[src/rtl/rob_param.sv]
// Parametrised reorder buffer: in-order allocate/retire, NUM_CDB result ports and selective squash.
// Results are committable one cycle after their CDB broadcast; alloc_ready drops while full or flushing.
module rob_param #(
  parameter int DEPTH   = 16,
  parameter int NUM_CDB = 2,
  parameter int XLEN    = 32,
  localparam int TAG_W  = $clog2(DEPTH)
) (
  input  logic                     clk,
  input  logic                     reset,
  input  logic                     alloc_valid,
  output logic                     alloc_ready,
  output logic [TAG_W-1:0]         alloc_tag,
  input  logic [4:0]               alloc_dest,
  input  logic                     alloc_writes,
  input  logic                     alloc_is_branch,
  input  logic                     alloc_is_store,
  input  logic                     alloc_pred_taken,
  input  logic [XLEN-1:0]          alloc_pc,
  input  logic [NUM_CDB-1:0]       cdb_valid,
  input  logic [NUM_CDB*TAG_W-1:0] cdb_tag,
  input  logic [NUM_CDB*XLEN-1:0]  cdb_value,
  input  logic [NUM_CDB-1:0]       cdb_taken,
  input  logic                     flush_valid,
  input  logic [TAG_W-1:0]         flush_tag,
  input  logic                     commit_ready,
  output logic                     commit_valid,
  output logic [TAG_W-1:0]         commit_tag,
  output logic [4:0]               commit_dest,
  output logic                     commit_writes,
  output logic [XLEN-1:0]          commit_value,
  output logic [XLEN-1:0]          commit_pc,
  output logic                     commit_is_branch,
  output logic                     commit_is_store,
  output logic                     commit_mispredict,
  output logic                     head_store,
  output logic [TAG_W:0]           count,
  output logic                     full,
  output logic                     empty
);

  localparam logic [TAG_W:0] PTR_ONE   = (TAG_W+1)'(1);
  localparam logic [TAG_W:0] DEPTH_CNT = (TAG_W+1)'(DEPTH);

  typedef struct packed {
    logic [4:0]      dest;
    logic            writes;
    logic            is_branch;
    logic            is_store;
    logic            pred_taken;
    logic            taken;
    logic [XLEN-1:0] value;
    logic [XLEN-1:0] pc;
  } entry_t;

  entry_t            ent [DEPTH];
  logic [DEPTH-1:0]  vld_q, rdy_q;
  logic [TAG_W:0]    head_ptr, tail_ptr;
  logic [TAG_W-1:0]  head_idx, tail_idx, flush_age;
  logic              alloc_fire, commit_fire, flush_hit;
  logic [DEPTH-1:0]  squash, cdb_match, cdb_hit, cdb_tkn;
  logic [XLEN-1:0]   cdb_val [DEPTH];

  assign head_idx    = head_ptr[TAG_W-1:0];
  assign tail_idx    = tail_ptr[TAG_W-1:0];
  assign count       = tail_ptr - head_ptr;
  assign full        = (count == DEPTH_CNT);
  assign empty       = (count == '0);
  assign alloc_ready = !full && !flush_valid;
  assign alloc_tag   = tail_idx;
  assign alloc_fire  = alloc_valid && alloc_ready;
  assign flush_hit   = flush_valid && vld_q[flush_tag];
  assign flush_age   = flush_tag - head_idx;

  assign commit_valid      = vld_q[head_idx] && rdy_q[head_idx];
  assign commit_fire       = commit_valid && commit_ready;
  assign commit_tag        = head_idx;
  assign commit_dest       = ent[head_idx].dest;
  assign commit_writes     = ent[head_idx].writes;
  assign commit_value      = ent[head_idx].value;
  assign commit_pc         = ent[head_idx].pc;
  assign commit_is_branch  = ent[head_idx].is_branch;
  assign commit_is_store   = ent[head_idx].is_store;
  assign commit_mispredict = commit_valid && ent[head_idx].is_branch &&
                             (ent[head_idx].taken != ent[head_idx].pred_taken);
  assign head_store        = vld_q[head_idx] && ent[head_idx].is_store;

  // Ports scanned high to low so the lowest-index port carrying a tag wins.
  always_comb begin
    for (int e = 0; e < DEPTH; e++) begin
      squash[e]    = flush_hit && ((TAG_W'(e) - head_idx) > flush_age);
      cdb_match[e] = 1'b0;
      cdb_val[e]   = '0;
      cdb_tkn[e]   = 1'b0;
      for (int i = NUM_CDB - 1; i >= 0; i--) begin
        if (cdb_valid[i] && (cdb_tag[i*TAG_W +: TAG_W] == TAG_W'(e))) begin
          cdb_match[e] = 1'b1;
          cdb_val[e]   = cdb_value[i*XLEN +: XLEN];
          cdb_tkn[e]   = cdb_taken[i];
        end
      end
      cdb_hit[e] = cdb_match[e] && vld_q[e] && !rdy_q[e] && !squash[e];
    end
  end

  always_ff @(posedge clk or negedge reset) begin
    if (!reset) begin
      head_ptr <= '0;
      tail_ptr <= '0;
      vld_q    <= '0;
      rdy_q    <= '0;
    end else begin
      if (commit_fire) head_ptr <= head_ptr + PTR_ONE;
      // The branch at flush_tag survives; everything younger is dropped.
      if (flush_hit)       tail_ptr <= head_ptr + {1'b0, flush_age} + PTR_ONE;
      else if (alloc_fire) tail_ptr <= tail_ptr + PTR_ONE;
      for (int e = 0; e < DEPTH; e++) begin
        if (alloc_fire && (tail_idx == TAG_W'(e))) begin
          vld_q[e] <= 1'b1;
          rdy_q[e] <= 1'b0;
        end else if (squash[e] || (commit_fire && (head_idx == TAG_W'(e)))) begin
          vld_q[e] <= 1'b0;
          rdy_q[e] <= 1'b0;
        end else if (cdb_hit[e]) begin
          rdy_q[e] <= 1'b1;
        end
      end
    end
  end

  always_ff @(posedge clk) begin
    for (int e = 0; e < DEPTH; e++) begin
      if (alloc_fire && (tail_idx == TAG_W'(e))) begin
        ent[e].dest       <= alloc_dest;
        ent[e].writes     <= alloc_writes;
        ent[e].is_branch  <= alloc_is_branch;
        ent[e].is_store   <= alloc_is_store;
        ent[e].pred_taken <= alloc_pred_taken;
        ent[e].taken      <= 1'b0;
        ent[e].value      <= '0;
        ent[e].pc         <= alloc_pc;
      end else if (cdb_hit[e]) begin
        ent[e].value <= cdb_val[e];
        ent[e].taken <= cdb_tkn[e];
      end
    end
  end

endmodule

[config.mk]
export PLATFORM = sky130hd
export DESIGN_NAME = rob_param
export DESIGN_NICKNAME = d
export VERILOG_FILES = /design/src/rtl/rob_param.sv
export SDC_FILE = /design/constraint.sdc
export NUM_CORES = 2
export LEC_CHECK = 0
export ABC_AREA = 1
export CAP_MARGIN = 20
export CELL_PAD_IN_SITES_DETAIL_PLACEMENT = 0
export CELL_PAD_IN_SITES_GLOBAL_PLACEMENT = 1
export CORE_MARGIN = 2
export CORE_UTILIZATION = 49
export CTS_CLUSTER_DIAMETER = 50
export DETAILED_ROUTE_END_ITERATION = 7
export PLACE_DENSITY = 0.78
export SYNTH_ARGS = -nofsm -noshare
export SYNTH_HDL_FRONTEND = slang
export SYNTH_SLANG_ARGS = --single-unit
[constraint.sdc]
create_clock -name clk -period 8 [get_ports clk]
set_input_delay 1.6 -clock clk [delete_from_list [all_inputs] [get_ports clk]]
set_output_delay 1.6 -clock clk [all_outputs]
set_load 0.01 [all_outputs]
After elaboration in Yosys (flattened, before gate mapping):

Memories as Yosys holds them, arrays and structs flattened.
Index checks and enable logic that the tools add are counted.

* register bits: 42
* memory bits (writable): 1184
* bits of input ports: 126
* output and inout port bits: 91
* word-level logic and storage cells: 689
* memories kept: 1

Memory list
* ent: words 16, bits a word 74, rd ports 1, clocked after memory_dff 0, wr ports 16, RTL line 56 `entry_t ent [DEPTH];`

* add/sub/neg operators: 22
* $lt $le $gt $ge: 18
* equal/unequal tests: 62
* multiplexer cells: 296
* bitwise operators: 32
* reductions and logical operators: 224

Operators by type and width (number)
* 2-to-1 mux 32 bit: 48
* 2-to-1 mux 1 bit: 243
* logical AND 1 bit: 136
* == test 4 bit (second input constant): 32
* == test 4 x 3 -> 1 bit (second input constant): 16
* greater-than comparator 4 bit: 16
* nonzero test 3 bit: 16
* zero test 1 bit: 34
* nonzero test 2 bit: 17
* == test 4 x 2 -> 1 bit (second input constant): 8
* OR 1 bit: 32
* subtractor 4 bit (first input constant): 8
* == test 4 x 1 -> 1 bit (second input constant): 4
* zero test 4 bit: 4
* logical OR 1 bit: 16
* subtractor 3 x 4 -> 4 bit (first input constant): 4
* adder 5 x 1 -> 5 bit (second input constant): 3
* binary-select mux 1 bit (select 4 bit): 3
* < comparator 4 x 5 -> 1 bit (second input constant): 2
* 2-to-1 mux 5 bit: 2
* subtractor 1 x 4 -> 4 bit (first input constant): 2
* subtractor 2 x 4 -> 4 bit (first input constant): 2
* adder 5 x 4 -> 5 bit: 1
* == test 5 bit (second input constant): 1
* 4 further kinds: 4

Depth between registers and ports, before layout:

* depth after elaboration: 11
* mapped depth: 24
* depth with buffers taken out: 20

Worst setup path before layout:

Ideal clock, no wire load.

* path type: input to register
* start point: input flush_tag[0]
* end point: memory ent[4][32] in the netlist's numbering (enable)
* library setup time: 0.469 ns
* data arrival time: 5.814 ns
* data required time: 7.531 ns
* path slack: 1.717 ns
* stages: 14
* buffers on the path: 1
* cell sequence: buf_6 inv_4 ha_1 fa_1 inv_1 nand2_1 and2_1 ha_1 a21o_1 nand2_1 nand2_1 nand2_1 nor2_2 o21ai_0

RTL lines
* from (decl): RTL line 25 `input logic [TAG_W-1:0] flush_tag,`
* to (decl): RTL line 56

Worst setup path in the final report:

* start point: register head_ptr[0]
* end point: output commit_value[30]

* longest elaborated chain between the ends: 1

RTL lines
* from (decl): RTL line 58 `logic [TAG_W:0] head_ptr, tail_ptr;`
* from (signal assigned): RTL line 113 `if (commit_fire) head_ptr <= head_ptr + PTR_ONE;`
* memory (16 x 74 bit)
* to (decl): RTL line 31 `output logic [XLEN-1:0] commit_value,`

Every way passes these cells.

==> metrics.cfg <==
[timing]
slew_viol_final = 0
max_freq_mhz = 152
skew_ns = 0.0387
fin_crit_sh = 0.822
tightest_slew_ns = 1.32
grt_setup_unrepaired = false
setup_ws_ns = 1.43
fin_hold_ws_ns = 0.504
finalCriticalPeriod_ns = 6.57
timing.final.hold_violations = 0
setup_tns_ns = 0
setup-violations-final = 0
relSlewSlack = 0.122

[clock_tree]
clk_latency_ns = 0.77
cts_max_level = 4
cts_resized = 0
cts_buffer_depth = 3
cts_root_buf = clkbuf_16
post_cts_buffers = 0
cts_hold_buf = 0
numClockSinks = 1226
cts-buffers-inserted = 144
cts_tree = yes
path_clk_slew_ns = 0.05

[global_route]
grt_max_degree = 204
grt_usage = 0.317
grt_first_pass_wirelength_um = 299000
grt_pass1_vias = 45600
gr-total-overflow = 0
antenna_found_initial = 6

[critical_path]
critPathMaxStageDelay_ns = 1.04
endpoint_kind = primary output
cp.required_ns = 6.40
cp-start-kind = flop
critPathMaxFanout = 198
arrival_ns = 4.97
crit_buf_inv = 3
critPathKind = reg -> out
crit_chain = inv_16 -> buf_12 -> o21ai_0 -> o22ai_1 -> o211ai_1 -> nand2_1 -> clkdlybuf4s50_1
cp_top_family = buffers and inverters
cpMaxStageDelayCell = dfrtp_4

[finish]
syn2layout_area_growth_pct = 12.3
nets = 5999
fin_util = 0.555
drive_gt1_frac = 0.0818
nFillCells = 10400

[worst_hold_path]
hp-class = reg -> reg

[floorplan]
die-area_um2 = 126000
dieHeight_um = 355
row_count = 128
io_pins = 217
dieWidth_um = 355
core_um2 = 122000
start_util = 0.494

[routing]
wire_per_inst_um = 27.0
drtIter0Drc = 6464
vias = 48400
via_per_inst = 6.40
drt-total-wl_um = 204000
drc = 0
ant_nets = 0
drt_pass1_iterations = 5

[power]
total_power_mw = 23.2
leakagePower_nw = 21.6
irDropWorstVdd_v = 0.000314
p_per_area_nw_per_um2 = 343

[logic_synthesis]
syn_nets = 6125
async_reset_ff_frac = 0.0343
ys_ff_latch = 1226
synth_cell_types = 45
ys_warn_count = 0
ys_seq_area_frac = 0.608
syn-instance-count = 5955
ys.flop_type = edfxtp_1
synth_edf_count = 1184
syn_avg_cell_area_um2 = 10.1
synth_area_um2 = 60200

[outcome]
status = finished clean

[placement]
dpl.hpwl_um = 107000
port_buffers = 216
dp_slack_ns = 1.79
gp_congestion = 0.875

[run]
drv_cap = 0

-- path summary, 6_finish.rpt --
check	end	cells past startpoint	slack (ns)	start
setup / recovery	commit_value[30]	7	1.43	head_ptr[0]
hold / removal	rdy_q[6]	2	0.50	rdy_q[6]
setup reg to reg	ent[15][56]	16	2.73	head_ptr[1]
hold reg to reg	rdy_q[6]	2	0.50	rdy_q[6]
max in group asynchronous	head_ptr[3]	2	6.53	reset
min in group asynchronous	vld_q[15]	2	0.96	reset
-- synthesized netlist by cell type, drive strengths merged (5+ instances only) --
| cell type | count | area, um^2 |
|---|---|---|
| o221ai | 215 | 1880 |
| xnor2 | 6 | 52.6 |
| nor3 | 40 | 210 |
| a21oi | 420 | 2150 |
| edfxtp | 1184 | 35600 |
| nor4 | 257 | 1610 |
| a211oi | 7 | 57.6 |
| a21o | 5 | 37.5 |
| xor2 | 8 | 70.1 |
| clkbuf | 395 | 1480 |
| buf | 183 | 1200 |
| o22ai | 75 | 469 |
| a31oi | 7 | 50.1 |
| o211ai | 91 | 683 |
| nand3 | 264 | 1390 |
| nor2 | 1126 | 4400 |
| o21bai | 9 | 67.6 |
| ha | 40 | 500 |
| o21ai | 878 | 4390 |
| dfrtp | 42 | 1050 |
| nand4 | 27 | 169 |
| inv | 203 | 772 |
| nand2 | 463 | 1820 |
-- per-stage QoR --
step | instance area (um^2) | cells
6_report | 67600 | 7568
5_1_grt | 67600 | 7566
4_1_cts | 67500 | 7562
3_5_place_dp | 62700 | 7304
3_3_place_gp | 62600 | 7300
2_1_floorplan | 60200 | 5955
-- metal layers --
metal  wire, um  up-vias  track usage
met5         28        -            0
met4      10000        4        0.154
met3      18400      540       0.0476
met2      96100     2805        0.514
met1      79500    23600        0.420
li1           -    21500            -
-- layout make-up --
| cell class | instances | area [um^2] | share of cell area |
|---|---|---|---|
| clock inverters | 76 | 903 | 0.0134 |
| repair buffers | 306 | 3000 | 0.0444 |
| inverters | 204 | 805 | 0.0119 |
| well taps | 1625 | 2030 | 0.0301 |
| clock buffers | 182 | 3890 | 0.0576 |
| flip-flops and latches | 1226 | 36600 | 0.542 |
| diodes | 2 | 5.00 | 0.0000740 |
| multi-input cells | 3947 | 20300 | 0.301 |
-- registers in the layout (all words and copies together), names as in the netlist --
| register | cells |
|---|---|
| vld_q | 16 |
| head_ptr | 5 |
| rdy_q | 16 |
| tail_ptr | 5 |
| ent | 1184 |
-- tightest hold or removal path: stages (launching register included) --
cell and delay, ns:
dfrtp_1 0.34, nor2_1 0.05, nor2_1 0.07
-- cells by family after synthesis --
kind of cell | count (synthesis) | share of synthesized area
buffers and inverters | 782 | 0.0575
AO/OA/AOI/OAI | 1707 | 0.163
flip-flops | 1226 | 0.608
XOR/XNOR | 14 | 0.00204
AND/OR/NAND/NOR | 2182 | 0.160
adder cells (fa/ha/maj) | 44 | 0.00964
-- report_power, final --
| group | internal, mW | leakage (nW) | switching [mW] |
|---|---|---|---|
| registers | 7.44 | 11.6 | 0.291 |
| logic | 2.81 | 7.68 | 5.92 |
| clock network | 3.97 | 2.32 | 2.74 |
-- layout by cell type, fill, tap and decap left out, drive strengths merged, types with 42 or more instances in the layout --
master	count
nor2	1126
clkdlybuf4s50	215
nand2	463
clkinv	43
nand3	264
o21ai	878
clkbuf	182
o22ai	75
o221ai	215
buf	91
nor4	257
dfrtp	42
a21oi	420
inv	216
o211ai	91
edfxtp	1184
No activity file was read; power rests on OpenSTA's default activity.
